### src/rtl/cpu_pkg.sv
// Shared CPU definitions for the program-counter / return-stack unit.
// Holds the default address width, reset and interrupt vectors, and the
// per-cycle PC operation selected by the command priority encoder.
package cpu_pkg;

  localparam int          ADDR_W_DEF    = 16;
  localparam logic [15:0] RESET_VEC_DEF = 16'h0000;
  localparam logic [15:0] INT_VEC_DEF   = 16'h0004;

  typedef enum logic [2:0] {
    PC_HOLD,
    PC_INC,
    PC_LOAD,
    PC_CALL,
    PC_RET,
    PC_IRET,
    PC_INT
  } pc_op_t;

endpackage

### src/rtl/pc_stack_unit_if.sv
// Control-unit <-> PC unit bus.
// master: control unit, drives command strobes, int_req and load_addr,
//         observes i_addr, interrupt status, stack status and fault flags.
// slave : pc_stack_unit.
interface pc_stack_unit_if #(
  parameter int ADDR_W = cpu_pkg::ADDR_W_DEF,
  parameter int DEPTH  = 8
);
  localparam int DEPTH_W = $clog2(DEPTH + 1);

  logic              stall;
  logic              increment;
  logic              load;
  logic              call;
  logic              ret;
  logic              iret;
  logic              mask_int;
  logic              unmask_int;
  logic              int_req;
  logic              fault_clr;
  logic [ADDR_W-1:0] load_addr;

  logic [ADDR_W-1:0]  i_addr;
  logic               int_ack;
  logic               int_masked;
  logic [DEPTH_W-1:0] depth;
  logic [ADDR_W-1:0]  tos;
  logic               overflow;
  logic               underflow;

  modport master (
    output stall, increment, load, call, ret, iret, mask_int, unmask_int,
           int_req, fault_clr, load_addr,
    input  i_addr, int_ack, int_masked, depth, tos, overflow, underflow
  );

  modport slave (
    input  stall, increment, load, call, ret, iret, mask_int, unmask_int,
           int_req, fault_clr, load_addr,
    output i_addr, int_ack, int_masked, depth, tos, overflow, underflow
  );
endinterface

### src/rtl/pc_stack_unit_ret_stack.sv
// Hardware return-address stack (LIFO).
// Ports: clk, rst (sync, active-high), push/pop strobes, din (pushed value);
//        tos (top entry, 0 when empty), depth (valid entries), full, empty.
// A push while full and a pop while empty are ignored here; the caller
// records the fault.
module ret_stack #(
  parameter int ADDR_W = 16,
  parameter int DEPTH  = 8,
  localparam int DEPTH_W = $clog2(DEPTH + 1),
  localparam int IDX_W   = $clog2(DEPTH)
) (
  input  logic               clk,
  input  logic               rst,
  input  logic               push,
  input  logic               pop,
  input  logic [ADDR_W-1:0]  din,
  output logic [ADDR_W-1:0]  tos,
  output logic [DEPTH_W-1:0] depth,
  output logic               full,
  output logic               empty
);

  logic [ADDR_W-1:0]  mem [DEPTH];
  logic [DEPTH_W-1:0] cnt;
  logic [IDX_W-1:0]   wr_idx;
  logic [IDX_W-1:0]   rd_idx;

  // wr_idx is only used when not full, so cnt < DEPTH and the slice is exact.
  assign wr_idx = cnt[IDX_W-1:0];
  assign rd_idx = IDX_W'(cnt - DEPTH_W'(1));

  assign full  = (cnt == DEPTH_W'(DEPTH));
  assign empty = (cnt == '0);
  assign depth = cnt;
  assign tos   = empty ? '0 : mem[rd_idx];

  always_ff @(posedge clk) begin
    if (rst) begin
      cnt <= '0;
    end else if (push && !full) begin
      cnt <= cnt + DEPTH_W'(1);
    end else if (pop && !empty) begin
      cnt <= cnt - DEPTH_W'(1);
    end
  end

  // Storage needs no reset: entries above cnt are never visible.
  always_ff @(posedge clk) begin
    if (!rst && push && !full) begin
      mem[wr_idx] <= din;
    end
  end

endmodule

### src/rtl/pc_stack_unit.sv
// Program counter with return-address stack, single-vector interrupt entry,
// interrupt mask and sticky stack-fault flags.
// Ports: clk, rst (sync, active-high), bus (pc_stack_unit_if.slave) carrying
//        command strobes, int_req, load_addr in and i_addr, int_ack,
//        int_masked, depth, tos, overflow, underflow out.
// Exactly one PC operation executes per cycle, chosen by a fixed priority.
module pc_stack_unit
  import cpu_pkg::*;
#(
  parameter int               ADDR_W    = ADDR_W_DEF,
  parameter int               DEPTH     = 8,
  parameter logic [ADDR_W-1:0] RESET_VEC = RESET_VEC_DEF,
  parameter logic [ADDR_W-1:0] INT_VEC   = INT_VEC_DEF
) (
  input logic           clk,
  input logic           rst,
  pc_stack_unit_if.slave bus
);

  localparam int DEPTH_W = $clog2(DEPTH + 1);

  pc_op_t             op;
  logic [ADDR_W-1:0]  pc_q;
  logic [ADDR_W-1:0]  pc_next;
  logic [ADDR_W-1:0]  pc_inc;
  logic               masked_q;
  logic               mask_next;
  logic               ack_q;
  logic               ovf_q;
  logic               unf_q;
  logic               int_take;
  logic               push;
  logic               pop;
  logic [ADDR_W-1:0]  push_data;
  logic [ADDR_W-1:0]  stk_tos;
  logic [DEPTH_W-1:0] stk_depth;
  logic               stk_full;
  logic               stk_empty;

  assign pc_inc = pc_q + ADDR_W'(1);

  // Interrupts are only taken on an instruction boundary.
  assign int_take = bus.int_req && !masked_q &&
                    (bus.increment || bus.load || bus.call);

  always_comb begin
    op = PC_HOLD;
    if (!bus.stall) begin
      if (bus.iret)          op = PC_IRET;
      else if (bus.ret)      op = PC_RET;
      else if (int_take)     op = PC_INT;
      else if (bus.call)     op = PC_CALL;
      else if (bus.load)     op = PC_LOAD;
      else if (bus.increment) op = PC_INC;
    end
  end

  assign push = (op == PC_CALL) || (op == PC_INT);
  assign pop  = (op == PC_RET)  || (op == PC_IRET);

  // On interrupt entry the return address is where the interrupted command
  // would have gone; an interrupted call becomes a plain jump.
  assign push_data = ((op == PC_INT) && (bus.call || bus.load)) ? bus.load_addr
                                                                : pc_inc;

  always_comb begin
    pc_next = pc_q;
    case (op)
      PC_INC:           pc_next = pc_inc;
      PC_LOAD, PC_CALL: pc_next = bus.load_addr;
      PC_RET, PC_IRET:  pc_next = stk_empty ? RESET_VEC : stk_tos;
      PC_INT:           pc_next = INT_VEC;
      default:          pc_next = pc_q;
    endcase
  end

  // Later assignments take precedence: set requests beat clear requests.
  always_comb begin
    mask_next = masked_q;
    if (op == PC_IRET)  mask_next = 1'b0;
    if (bus.unmask_int) mask_next = 1'b0;
    if (op == PC_INT)   mask_next = 1'b1;
    if (bus.mask_int)   mask_next = 1'b1;
  end

  always_ff @(posedge clk) begin
    if (rst) begin
      pc_q     <= RESET_VEC;
      masked_q <= 1'b1;
      ack_q    <= 1'b0;
      ovf_q    <= 1'b0;
      unf_q    <= 1'b0;
    end else begin
      pc_q     <= pc_next;
      masked_q <= mask_next;
      ack_q    <= (op == PC_INT);
      ovf_q    <= (ovf_q && !bus.fault_clr) || (push && stk_full);
      unf_q    <= (unf_q && !bus.fault_clr) || (pop && stk_empty);
    end
  end

  ret_stack #(
    .ADDR_W (ADDR_W),
    .DEPTH  (DEPTH)
  ) u_ret_stack (
    .clk   (clk),
    .rst   (rst),
    .push  (push),
    .pop   (pop),
    .din   (push_data),
    .tos   (stk_tos),
    .depth (stk_depth),
    .full  (stk_full),
    .empty (stk_empty)
  );

  assign bus.i_addr     = pc_q;
  assign bus.int_ack    = ack_q;
  assign bus.int_masked = masked_q;
  assign bus.depth      = stk_depth;
  assign bus.tos        = stk_tos;
  assign bus.overflow   = ovf_q;
  assign bus.underflow  = unf_q;

endmodule

### src/flat_wrapper.sv
// flat-port wrapper written by rule: the top's interface ports become plain ports
module pc_stack_unit_flat import cpu_pkg::*;
#(
  parameter int               ADDR_W    = ADDR_W_DEF,
  parameter int               DEPTH     = 8,
  parameter logic [ADDR_W-1:0] RESET_VEC = RESET_VEC_DEF,
  parameter logic [ADDR_W-1:0] INT_VEC   = INT_VEC_DEF
)
  (clk, rst, bus_stall, bus_increment, bus_load, bus_call, bus_ret, bus_iret, bus_mask_int, bus_unmask_int, bus_int_req, bus_fault_clr, bus_load_addr, bus_i_addr, bus_int_ack, bus_int_masked, bus_depth, bus_tos, bus_overflow, bus_underflow);
  pc_stack_unit_if #(.ADDR_W(ADDR_W), .DEPTH(DEPTH)) bus_i ();
  input logic clk;
  input logic rst;
  input wire logic [$bits(bus_i.stall)-1:0] bus_stall;
  input wire logic [$bits(bus_i.increment)-1:0] bus_increment;
  input wire logic [$bits(bus_i.load)-1:0] bus_load;
  input wire logic [$bits(bus_i.call)-1:0] bus_call;
  input wire logic [$bits(bus_i.ret)-1:0] bus_ret;
  input wire logic [$bits(bus_i.iret)-1:0] bus_iret;
  input wire logic [$bits(bus_i.mask_int)-1:0] bus_mask_int;
  input wire logic [$bits(bus_i.unmask_int)-1:0] bus_unmask_int;
  input wire logic [$bits(bus_i.int_req)-1:0] bus_int_req;
  input wire logic [$bits(bus_i.fault_clr)-1:0] bus_fault_clr;
  input wire logic [$bits(bus_i.load_addr)-1:0] bus_load_addr;
  output wire logic [$bits(bus_i.i_addr)-1:0] bus_i_addr;
  output wire logic [$bits(bus_i.int_ack)-1:0] bus_int_ack;
  output wire logic [$bits(bus_i.int_masked)-1:0] bus_int_masked;
  output wire logic [$bits(bus_i.depth)-1:0] bus_depth;
  output wire logic [$bits(bus_i.tos)-1:0] bus_tos;
  output wire logic [$bits(bus_i.overflow)-1:0] bus_overflow;
  output wire logic [$bits(bus_i.underflow)-1:0] bus_underflow;
  assign bus_i.stall = bus_stall;
  assign bus_i.increment = bus_increment;
  assign bus_i.load = bus_load;
  assign bus_i.call = bus_call;
  assign bus_i.ret = bus_ret;
  assign bus_i.iret = bus_iret;
  assign bus_i.mask_int = bus_mask_int;
  assign bus_i.unmask_int = bus_unmask_int;
  assign bus_i.int_req = bus_int_req;
  assign bus_i.fault_clr = bus_fault_clr;
  assign bus_i.load_addr = bus_load_addr;
  assign bus_i_addr = bus_i.i_addr;
  assign bus_int_ack = bus_i.int_ack;
  assign bus_int_masked = bus_i.int_masked;
  assign bus_depth = bus_i.depth;
  assign bus_tos = bus_i.tos;
  assign bus_overflow = bus_i.overflow;
  assign bus_underflow = bus_i.underflow;
  pc_stack_unit #(.ADDR_W(ADDR_W), .DEPTH(DEPTH), .RESET_VEC(RESET_VEC), .INT_VEC(INT_VEC)) u_core (.clk(clk), .rst(rst), .bus(bus_i));
endmodule
### config.mk
export PLATFORM = sky130hd
export DESIGN_NAME = pc_stack_unit_flat
export DESIGN_NICKNAME = d
export VERILOG_FILES = /design/src/rtl/cpu_pkg.sv /design/src/rtl/pc_stack_unit_if.sv /design/src/rtl/pc_stack_unit_ret_stack.sv /design/src/rtl/pc_stack_unit.sv /design/src/flat_wrapper.sv
export SDC_FILE = /design/constraint.sdc
export NUM_CORES = 1
export LEC_CHECK = 0
export ABC_AREA = 1
export BUFFER_PORTS_ARGS = -buffer_cell sky130_fd_sc_hd__buf_2
export CAP_MARGIN = 20
export CORE_MARGIN = 10
export CORE_UTILIZATION = 59
export CTS_CLUSTER_SIZE = 8
export DETAILED_ROUTE_END_ITERATION = 12
export GPL_TIMING_DRIVEN = 0
export PLACE_DENSITY_LB_ADDON = 0.15
export SYNTH_ARGS = -nofsm -noshare
export SYNTH_HDL_FRONTEND = slang
export SYNTH_SLANG_ARGS = --single-unit
export TNS_END_PERCENT = 20
### constraint.sdc
create_clock -name clk -period 4 [get_ports clk]
set_input_delay 0.2 -clock clk [delete_from_list [all_inputs] [get_ports clk]]
set_output_delay 0.2 -clock clk [all_outputs]
set_load 0.1 [all_outputs]
* Word-level counts from Yosys, hierarchy flattened
Memories as Yosys holds them, arrays and structs flattened.
Cells that the tools add are included.
** Storage, ports and cells
- Flip-flop bits (word level) :: 24
- Bits in latches :: 0
- Bits in writable memories :: 128
- ROM bits :: 0
- Input bits :: 28
- Logic and storage cells :: 64
- Memories kept :: 1
** Cells by class
- Add/subtract/negate cells :: 3
- Multipliers :: 0
- Divide/modulo/power cells :: 0
- $lt $le $gt $ge :: 0
- Equality and inequality tests :: 7
- Shift-type cells :: 0
- Mux-type cells :: 17
- Bitwise operators :: 0
- Reduce and logical (&&, ||, !) cells :: 30
** Memories
- u_core.u_ret_stack.mem :: depth 8, bits a word 16, rd ports 1, clocked after memory_dff 0, wr ports 1, line pc_stack_unit_ret_stack.sv:23 : logic [ADDR_W-1:0] mem [DEPTH];
** Operator list (count)
- 16-bit one-hot mux with 4 select lines :: 1
- 16-bit 2-to-1 mux :: 3
- 3-bit 2-to-1 mux :: 6
- 16-bit by 1-bit adder with 16-bit output, second input constant :: 1
- 1-bit logical AND :: 11
- 3-bit == test, second input constant :: 3
- 4-bit 2-to-1 mux :: 2
- 1-bit logical OR :: 7
- 3-bit by 2-bit == test with 1-bit output, second input constant :: 2
- 1-bit logical NOT :: 5
- 1-bit 2-to-1 mux :: 5
- 4-bit by 1-bit adder with 4-bit output, second input constant :: 1
- 4-bit == test, second input constant :: 1
- 4-bit logical NOT :: 1
- 2-bit nonzero test :: 2
- 4-bit nonzero test :: 1
- 2-bit OR reduction :: 2
- 4-bit by 1-bit subtractor with 4-bit output, second input constant :: 1
- 3-bit by 1-bit == test with 1-bit output, second input constant :: 1
- 3-bit OR reduction :: 1

* Logic depth before layout (Yosys ltp)
Gate-level depths: netlist of the first run.
- Word-level depth :: 13
- Mapped depth :: 12

* By module
Synthesis of the first run repeated with hierarchy kept, for this count alone.
** Unflattened totals
- Cell total of the unflattened synthesis :: 754
- Area total of the unflattened synthesis :: 7221.9 sq um
** Modules (own cells, without submodules)
- ret_stack :: times used 1, cells each 437, area each 5444.0 sq um, sequential area each 3923.8 sq um
- pc_stack_unit :: times used 1, cells each 317, area each 1778.0 sq um, sequential area each 400.4 sq um

* Worst setup path after synthesis of the first run
OpenSTA, ideal clock, no wires.
- Path kind :: register -> register
- Start :: register u_core.u_ret_stack.cnt[0], in the netlist u_core.u_ret_stack.depth[0]
- End :: memory u_core.u_ret_stack.mem[7][0], enable pin
- Setup time :: 0.430 ns
- Arrival :: 3.602 ns
- Slack :: -0.032 ns
- Stages on the path, launching flop included :: 9
- Buffers on the path :: 1
- Clock period less this slack :: 4.032 ns
- Cells stage by stage :: dfxtp_1 > inv_2 > clkbuf_1 > ha_1 > nand2_1 > nor2_1 > inv_1 > nand2_2 > nor4_1
** Between the ends
- Cells in the longest elaborated chain, start to end :: 5
** Ends and longest elaborated chain
- from (decl) :: line pc_stack_unit_ret_stack.sv:24 : logic [DEPTH_W-1:0] cnt;
- from (signal assigned) :: line pc_stack_unit_ret_stack.sv:41 : cnt <= cnt + DEPTH_W'(1);
- from (signal assigned) :: line pc_stack_unit_ret_stack.sv:43 : cnt <= cnt - DEPTH_W'(1);
- 4-bit == test :: line pc_stack_unit_ret_stack.sv:32 : assign full = (cnt == DEPTH_W'(DEPTH));
- 1-bit logical NOT :: line pc_stack_unit_ret_stack.sv:49 : if (!rst && push && !full) begin
- 1-bit logical AND :: line pc_stack_unit_ret_stack.sv:49
- 1-bit 2-to-1 mux :: line pc_stack_unit_ret_stack.sv:49
- 1-bit 2-to-1 mux (not written as such) :: line pc_stack_unit_ret_stack.sv:50 : mem[wr_idx] <= din;
- to (decl) :: line pc_stack_unit_ret_stack.sv:23
Several ways; a longest one is shown, not always the timed one.

* Worst setup path after layout of the first run
- Start :: register u_core.u_ret_stack.cnt[0], in the netlist u_core.u_ret_stack.depth[0]
- End :: output port bus_tos[4]
** Between the ends
- Cells in the longest elaborated chain, start to end :: 3
** Ends and longest elaborated chain
- 4-bit by 1-bit subtractor with 4-bit output :: line pc_stack_unit_ret_stack.sv:30 : assign rd_idx = IDX_W'(cnt - DEPTH_W'(1));
- memory 8 x 16 bit
- 16-bit 2-to-1 mux (*) :: line pc_stack_unit_ret_stack.sv:35 : assign tos = empty ? '0 : mem[rd_idx];
- to (decl) :: line flat_wrapper.sv:28 : output wire logic [$bits(bus_i.tos)-1:0] bus_tos;
Every way passes the cells marked *; elsewhere a longest branch is shown, timed or not.

==> flow_metrics.py, run 1 <==
metrics = {
    "sta": {
        "worst_pin_slew_ns": 1.235,
        "slew_headroom": 0.1677,
        "rsz0062_at_grt": "false",
        "setup_tns_ns": 0,
        "fin_crit_ns": 3.590,
        "clock.fmax_mhz": 278.6,
        "finalHoldViolCount": 0,
        "setup_viol": 0,
        "finalClockSkew_ns": 0.008482,
        "min_period_over_period": 0.8975,
        "slew_viol_final": 0,
    },
    "grt": {
        "grt.total_usage": 0.2539,
        "antenna_found_initial": 0,
        "grt_max_degree": 17,
        "grt_pass1_vias": 5856,
        "grt_first_pass_wirelength_mm": 32.17,
        "overflow": 0,
    },
    "clock_tree": {
        "postCtsSetupRepairBufs": 0,
        "cts_buffers": 17,
        "cts_htree_levels": 4,
        "clock_latency_ns": 0.43,
        "clockBufferDepth": 2,
        "clkSinkCount": 152,
        "clock_tree.root_cell": "clkbuf_16",
        "path_clk_slew_ns": 0.06,
        "cts_tree": "done",
    },
    "layout": {
        "final_area_um2": 8411,
        "syn2layout_area_growth_pct": 17.60,
        "final_core_util": 0.7031,
        "antenna_cells": 0,
        "fillCellCount": 914,
        "nNetsFinal": 868,
        "fin_cells": 997,
        "drive_above_1_share": 0.1800,
    },
    "synth": {
        "syn_nets": 771,
        "synth.most_common_cell": "nor2_1",
        "yosys_warnings": 0,
        "synthFlopType": "edfxtp_1",
        "async_flop_share": 0,
        "netlist.area_leader.share": 0.5374,
        "ys_top_cells_by_area": "edfxtp_1, nor2_1, o21ai_0",
        "synth_seq_area_share": 0.6046,
        "synthCells": 740,
        "synth-seq-cells": 152,
        "synth_edf_count": 128,
        "yosys-top-cells-count": "nor2_1, edfxtp_1, nand2_1, o21ai_0, inv_1",
        "yosysTopAreaCell": "edfxtp_1",
        "synth.distinct_cells": 35,
        "avgSynthCellArea_um2": 9.665,
        "syn_area_um2": 7152,
    },
    "hold_path": {
        "hold_class": "input port to flop",
    },
    "routing": {
        "num_vias": 5995,
        "wl_per_cell_um": 20.98,
        "first_iter_violations": 718,
        "wirelength_mm": 20.92,
        "post-route-drc-count": 0,
        "drtPass1Iterations": 7,
        "viasPerCell": 6.013,
        "postRouteAntennaNets": 0,
    },
    "critical_path": {
        "worst_setup_path_end_kind": "output pin",
        "critPathTopFamily": "buffers and inverters",
        "cp_num_buf_inv": 5,
        "cp_max_fo": 10,
        "crit_chain": "inv_2, clkbuf_1, ha_1, buf_2, buf_2, o21ai_0, o211ai_1, and3_1, buf_2",
        "cp_data_required_time_ns": 3.80,
        "cp.arrival_ns": 3.39,
        "worst_path_most_repeated_cell": "buf_2",
        "crit_path_top_delay_cell": "buf_2",
        "slowest_delay_ns": 0.44,
        "critPathKind": "flop to output pin",
        "crit_path_start_kind": "flop",
    },
    "placement": {
        "io_buffers": 66,
        "hpwl_mm": 14.69,
        "placed_cell_area_um2": 7815,
        "gp_congestion": 0.9495,
        "dp.cells": 961,
    },
    "floorplan": {
        "initial_core_util": 0.5979,
        "die_x_um": 130.1,
        "die_area_um2": 16930,
        "rows": 40,
        "ioPinCount": 68,
        "core_area_um2": 11960,
        "fp.dieH_um": 130.1,
    },
    "pwr": {
        "peakVddDrop_mv": 0.4942,
        "power_density_nw_per_um2": 860.5,
        "p_leak_nw": 3.351,
        "finalPower_mw": 7.237,
    },
    "run": {
        "max_cap_violations": 0,
    },
    "status": {
        "status": "finished, final reports clean",
    },
}
layout make-up:
cell class	count	area (um2)	area share
buffer	35	175.2	0.02083
timing repair buffer	78	481.7	0.05727
sequential	152	4324	0.5141
clock buffer	19	464.2	0.05519
tap	147	183.9	0.02187
clock inverter	13	96.34	0.01145
inverter	58	217.7	0.02589
multi-input combinational	495	2467	0.2934
timing repair:
action	CTS	global route
hold buffers	2	0
endpoints found under the hold margin	1	0
gates resized for setup	0	0
flip-flops by register name (all words and copies together), names as in the netlist:
| signal | flops |
|---|---|
| u_core.u_ret_stack.depth | 4 |
| u_core.bus.int_ack | 1 |
| u_core.u_ret_stack.mem | 128 |
| u_core.bus.overflow | 1 |
| u_core.bus.int_masked | 1 |
| u_core.bus.i_addr | 16 |
| u_core.bus.underflow | 1 |
power by group:
part / switching [mW] / leakage (nW) / internal [mW] / total (mW)
clock network: 0.648 / 0.263 / 0.848 / 1.50
registers: 0.0493 / 1.37 / 1.80 / 1.85
logic: 3.15 / 1.72 / 0.749 / 3.90
final timing paths:
check / slack, ns / endpoint / cells after the start / start
setup / recovery: 0.41 / bus_tos[4] / 9 / u_core.u_ret_stack.depth[0]
hold / removal: 0.04 / u_core.bus.overflow / 4 / bus_fault_clr
setup reg to reg: 1.01 / u_core.u_ret_stack.mem[0][11] / 11 / u_core.u_ret_stack.depth[0]
hold reg to reg: 0.47 / u_core.bus.overflow / 2 / u_core.bus.overflow
logic make-up (layout without fill, tap and decap cells):
| logic type | Yosys count | after routing | synth area share |
|---|---|---|---|
| AOI/OAI and AO/OA | 140 | 140 | 0.1113 |
| and+or+nand+nor | 343 | 343 | 0.2103 |
| buffers and inverters | 93 | 203 | 0.05493 |
| DFF | 152 | 152 | 0.6046 |
| adders and majority gates | 3 | 3 | 0.005249 |
| xor gates and xnor gates | 9 | 9 | 0.01365 |
routing by layer:
layer | vias up | global-route usage | wire length [um] | share of wire
met5 | - | 0 | 0 | 0
met4 | 0 | 0.1111 | 588 | 0.028
met3 | 58 | 0.06694 | 2278 | 0.11
met2 | 370 | 0.3957 | 9831 | 0.47
met1 | 2794 | 0.3278 | 8219 | 0.39
li1 | 2773 | - | - | -
cells in the final DEF (no fill, tap or decap), drive strengths merged, types with 2 or more instances in the layout:
master / instances
clkinv: 7
a21oi: 7
nand3: 23
o211ai: 24
dlygate4sd3: 2
inv: 59
clkinvlp: 5
nand4: 30
xor2: 7
nor3: 10
buf: 93
ha: 3
a31oi: 8
nor2: 151
nand2: 111
and3: 15
dfxtp: 24
edfxtp: 128
clkbuf: 37
o21ai: 100
xnor2: 2
per-stage QoR:
stage	worst slack, ns	hold WS, ns
after global routing	0.2190	0.04448
after floorplan	0.6210	0.3074
after detailed placement	0.9162	0.4031
final	0.4101	0.04002
after global placement	0.2216	0.4075
after CTS	0.4581	0.03465
tightest hold or removal path, stage by stage:
cell	delay (ns)
buf_2	0.08
inv_1	0.04
nand2_1	0.05
a21oi_1	0.05
Note: power is estimated with default switching activity, not from simulation.
==> run 2, diff against run 1 <==
--- a/config.mk
+++ b/config.mk
@@ -8,7 +8,6 @@
 export ABC_AREA = 1
 export BUFFER_PORTS_ARGS = -buffer_cell sky130_fd_sc_hd__buf_2
 export CAP_MARGIN = 20
-export CORE_MARGIN = 10
 export CORE_UTILIZATION = 59
 export CTS_CLUSTER_SIZE = 8
 export DETAILED_ROUTE_END_ITERATION = 12
==> run 2 against run 1 <==
  * The flow now finishes with violations (DRC)
  * Die area down 26%
  * Clock skew shrank 0.0023 ns
  * Utilization is 1.8 points higher
  * Critical path type unchanged
  * Worst hold slack improved by 0.0016 ns
  * Setup slack improved by 0.0048 ns
  * Register-to-register slack got worse by 0.06 ns
  * Global-route usage increased by 7.8 points
  * Flip-flop and latch count did not move
  * Via count fell by 0.67%
  * Critical path depth unchanged
  * Fmax is 0.13% higher
  * Total power is 0.67% lower
==> flow_metrics.py, run 2 (synthesis results as in run 1) <==
metrics = {
    "clock_tree": {
        "cts_tree": "done",
        "cts_htree_levels": 4,
        "path_clk_slew_ns": 0.06,
        "clock_latency_ns": 0.43,
        "clock_tree.root_cell": "clkbuf_16",
        "cts_buffers": 17,
        "clkSinkCount": 152,
        "cts_resized": 0,
        "clockBufferDepth": 2,
    },
    "critical_path": {
        "critPathKind": "flop to output pin",
        "cp_data_required_time_ns": 3.80,
        "slowest_delay_ns": 0.44,
        "reg2regPathDepth": 11,
        "crit_path_top_delay_cell": "dfxtp_1",
        "cp.arrival_ns": 3.39,
        "reg2reg_slack_ns": 0.95,
        "crit_path_start_kind": "flop",
        "rr_startpoint": "u_core.u_ret_stack.depth[0]",
        "worst_setup_path_end_kind": "output pin",
        "cp_max_fo": 10,
        "crit_chain": "inv_2, clkbuf_1, ha_1, buf_2, buf_2, o21ai_0, o211ai_1, and3_1, buf_2",
        "worst_path_most_repeated_cell": "buf_2",
        "r2r-end": "u_core.u_ret_stack.mem[2][7]",
    },
    "hold_path": {
        "hold_depth": 4,
        "min-delay-start": "bus_fault_clr",
        "hold_class": "input port to flop",
        "whs_endpoint": "u_core.bus.overflow",
    },
    "sta": {
        "worst_pin_slew_ns": 1.162,
        "finalClockSkew_ns": 0.006187,
        "min_period_over_period": 0.8963,
        "clock.fmax_mhz": 278.9,
        "slew_headroom": 0.2172,
        "finalHoldViolCount": 0,
        "setup_tns_ns": 0,
        "slew_viol_final": 0,
        "fin_crit_ns": 3.585,
        "setup_viol": 0,
        "rsz0062_at_grt": "false",
    },
    "layout": {
        "nNetsFinal": 866,
        "final_area_um2": 8373,
        "top_register": "u_core.u_ret_stack.mem",
        "largest_reg_flops": 128,
        "final_common_cell": "nor2_1",
        "antenna_cells": 0,
        "syn2layout_area_growth_pct": 17.07,
        "final_cell_mix": "nor2_1, edfxtp_1, nand2_1, o21ai_0, buf_2",
        "drive_above_1_share": 0.1710,
    },
    "routing": {
        "first_iter_violations": 870,
        "viasPerCell": 6.009,
        "post-route-drc-count": 1,
        "wl_per_cell_um": 20.01,
        "drtPass1Iterations": 10,
        "num_vias": 5955,
        "wirelength_mm": 19.83,
        "postRouteAntennaNets": 0,
    },
    "pwr": {
        "peakVddDrop_mv": 0.5607,
        "power_density_nw_per_um2": 858.5,
        "p_int_mw": 3.445,
        "p_comb_frac": 0.536,
        "p_seq_frac": 0.257,
        "p_leak_nw": 3.348,
        "p_switching_mw": 3.743,
        "clkPwrFrac": 0.207,
        "swShare": 0.5207,
    },
    "floorplan": {
        "die_area_um2": 12570,
        "core_area_um2": 11610,
        "die_x_um": 112.1,
        "rows": 39,
        "fp.dieH_um": 112.1,
        "ioPinCount": 68,
        "initial_core_util": 0.6158,
    },
    "grt": {
        "overflow": 0,
        "grt.total_usage": 0.3322,
        "antenna_found_initial": 0,
        "grt_use_met1": 0.4377,
        "grt_max_degree": 17,
        "grt_use_met3": 0.07019,
        "busiest_layer": "met2",
        "met2_usage": 0.5520,
        "grt_first_pass_wirelength_mm": 30.59,
        "grt_pass1_vias": 5676,
    },
    "placement": {
        "io_buffers": 66,
        "placed_cell_area_um2": 7807,
        "hpwl_mm": 14.02,
        "gp_congestion": 0.9473,
    },
    "status": {
        "violations": "DRC",
        "status": "finished with violations",
    },
    "run": {
        "max_cap_violations": 0,
    },
}
## run 2: changes by cell type in the layout (fill, tap and decap cells not counted), moves of 2 or more
cell	delta
buf_6	+4
buf_8	-5
bufinv_16	+2
clkbuf_1	+3
clkbuf_4	-2
clkinv_1	+3
clkinv_2	+3
clkinv_4	-3
clkinvlp_4	-4
inv_6	-2
## run 2: final cells by class
cell class                      count  area, um2
Multi-Input combinational cell    495       2467
Inverter                           58      217.7
Fill cell                         844       3241
Clock inverter                     12      108.9
Sequential cell                   152       4324
Clock buffer                       20      436.7
Timing Repair Buffer               76      464.2
Buffer                             35      175.2
Tap cell                          143      178.9
## run 2: worst max-delay path: cells and delay by family, from the launching register on
kind	cells	cell delay, ns
buf+inv	5	1.45
compound gates	2	0.41
simple gates	1	0.23
flops	1	0.44
fa+ha+maj	1	0.43
## run 2: worst max path at each step
stage / from / endpoint / slack [ns]
after global routing: u_core.u_ret_stack.depth[0] / bus_tos[6] / 0.31
final: u_core.u_ret_stack.depth[0] / bus_tos[4] / 0.41
after global placement: u_core.u_ret_stack.depth[0] / u_core.u_ret_stack.mem[7][10] / 0.33
after detailed placement: u_core.u_ret_stack.depth[0] / bus_tos[6] / 0.94
after CTS: u_core.u_ret_stack.depth[0] / bus_tos[4] / 0.47
after floorplan: u_core.u_ret_stack.depth[0] / bus_tos[3] / 0.62
## run 2: power groups by stage
stage	combinational [mW]	sequential [mW]	clock (mW)
6_report	3.85	1.85	1.49
5_1_grt	4.04	1.85	1.57
4_1_cts	3.81	1.84	1.50
3_5_place_dp	3.79	1.88	0
3_3_place_gp	3.72	1.88	0
2_1_floorplan	2.66	2.14	0
## run 2: through the flow
stage | total power, mW | utilization | std cells | setup WS [ns] | hold WS, ns
6_report | 7.188 | 0.7210 | 991 | 0.4149 | 0.04157
3_5_place_dp | 5.665 | 0.6723 | 957 | 0.9372 | 0.4053
4_1_cts | 7.157 | 0.7210 | 991 | 0.4714 | 0.02949
2_1_floorplan | 4.804 | - | 740 | 0.6210 | 0.3074
3_3_place_gp | 5.598 | 0.6602 | 949 | 0.3280 | 0.3913
5_1_grt | 7.469 | 0.7210 | 991 | 0.3062 | 0.07689
## run 2: layer usage
layer  vias up  wire [um]
li1       2764          -
met4         0        320
met3        37       2098
met5         -          0
met2       380       9526
met1      2774       7885
## run 2: timing repair
item	4_1_cts	5_1_grt
endpoints found under the hold margin	1	0
buffers inserted	0	0
hold buffers	2	0
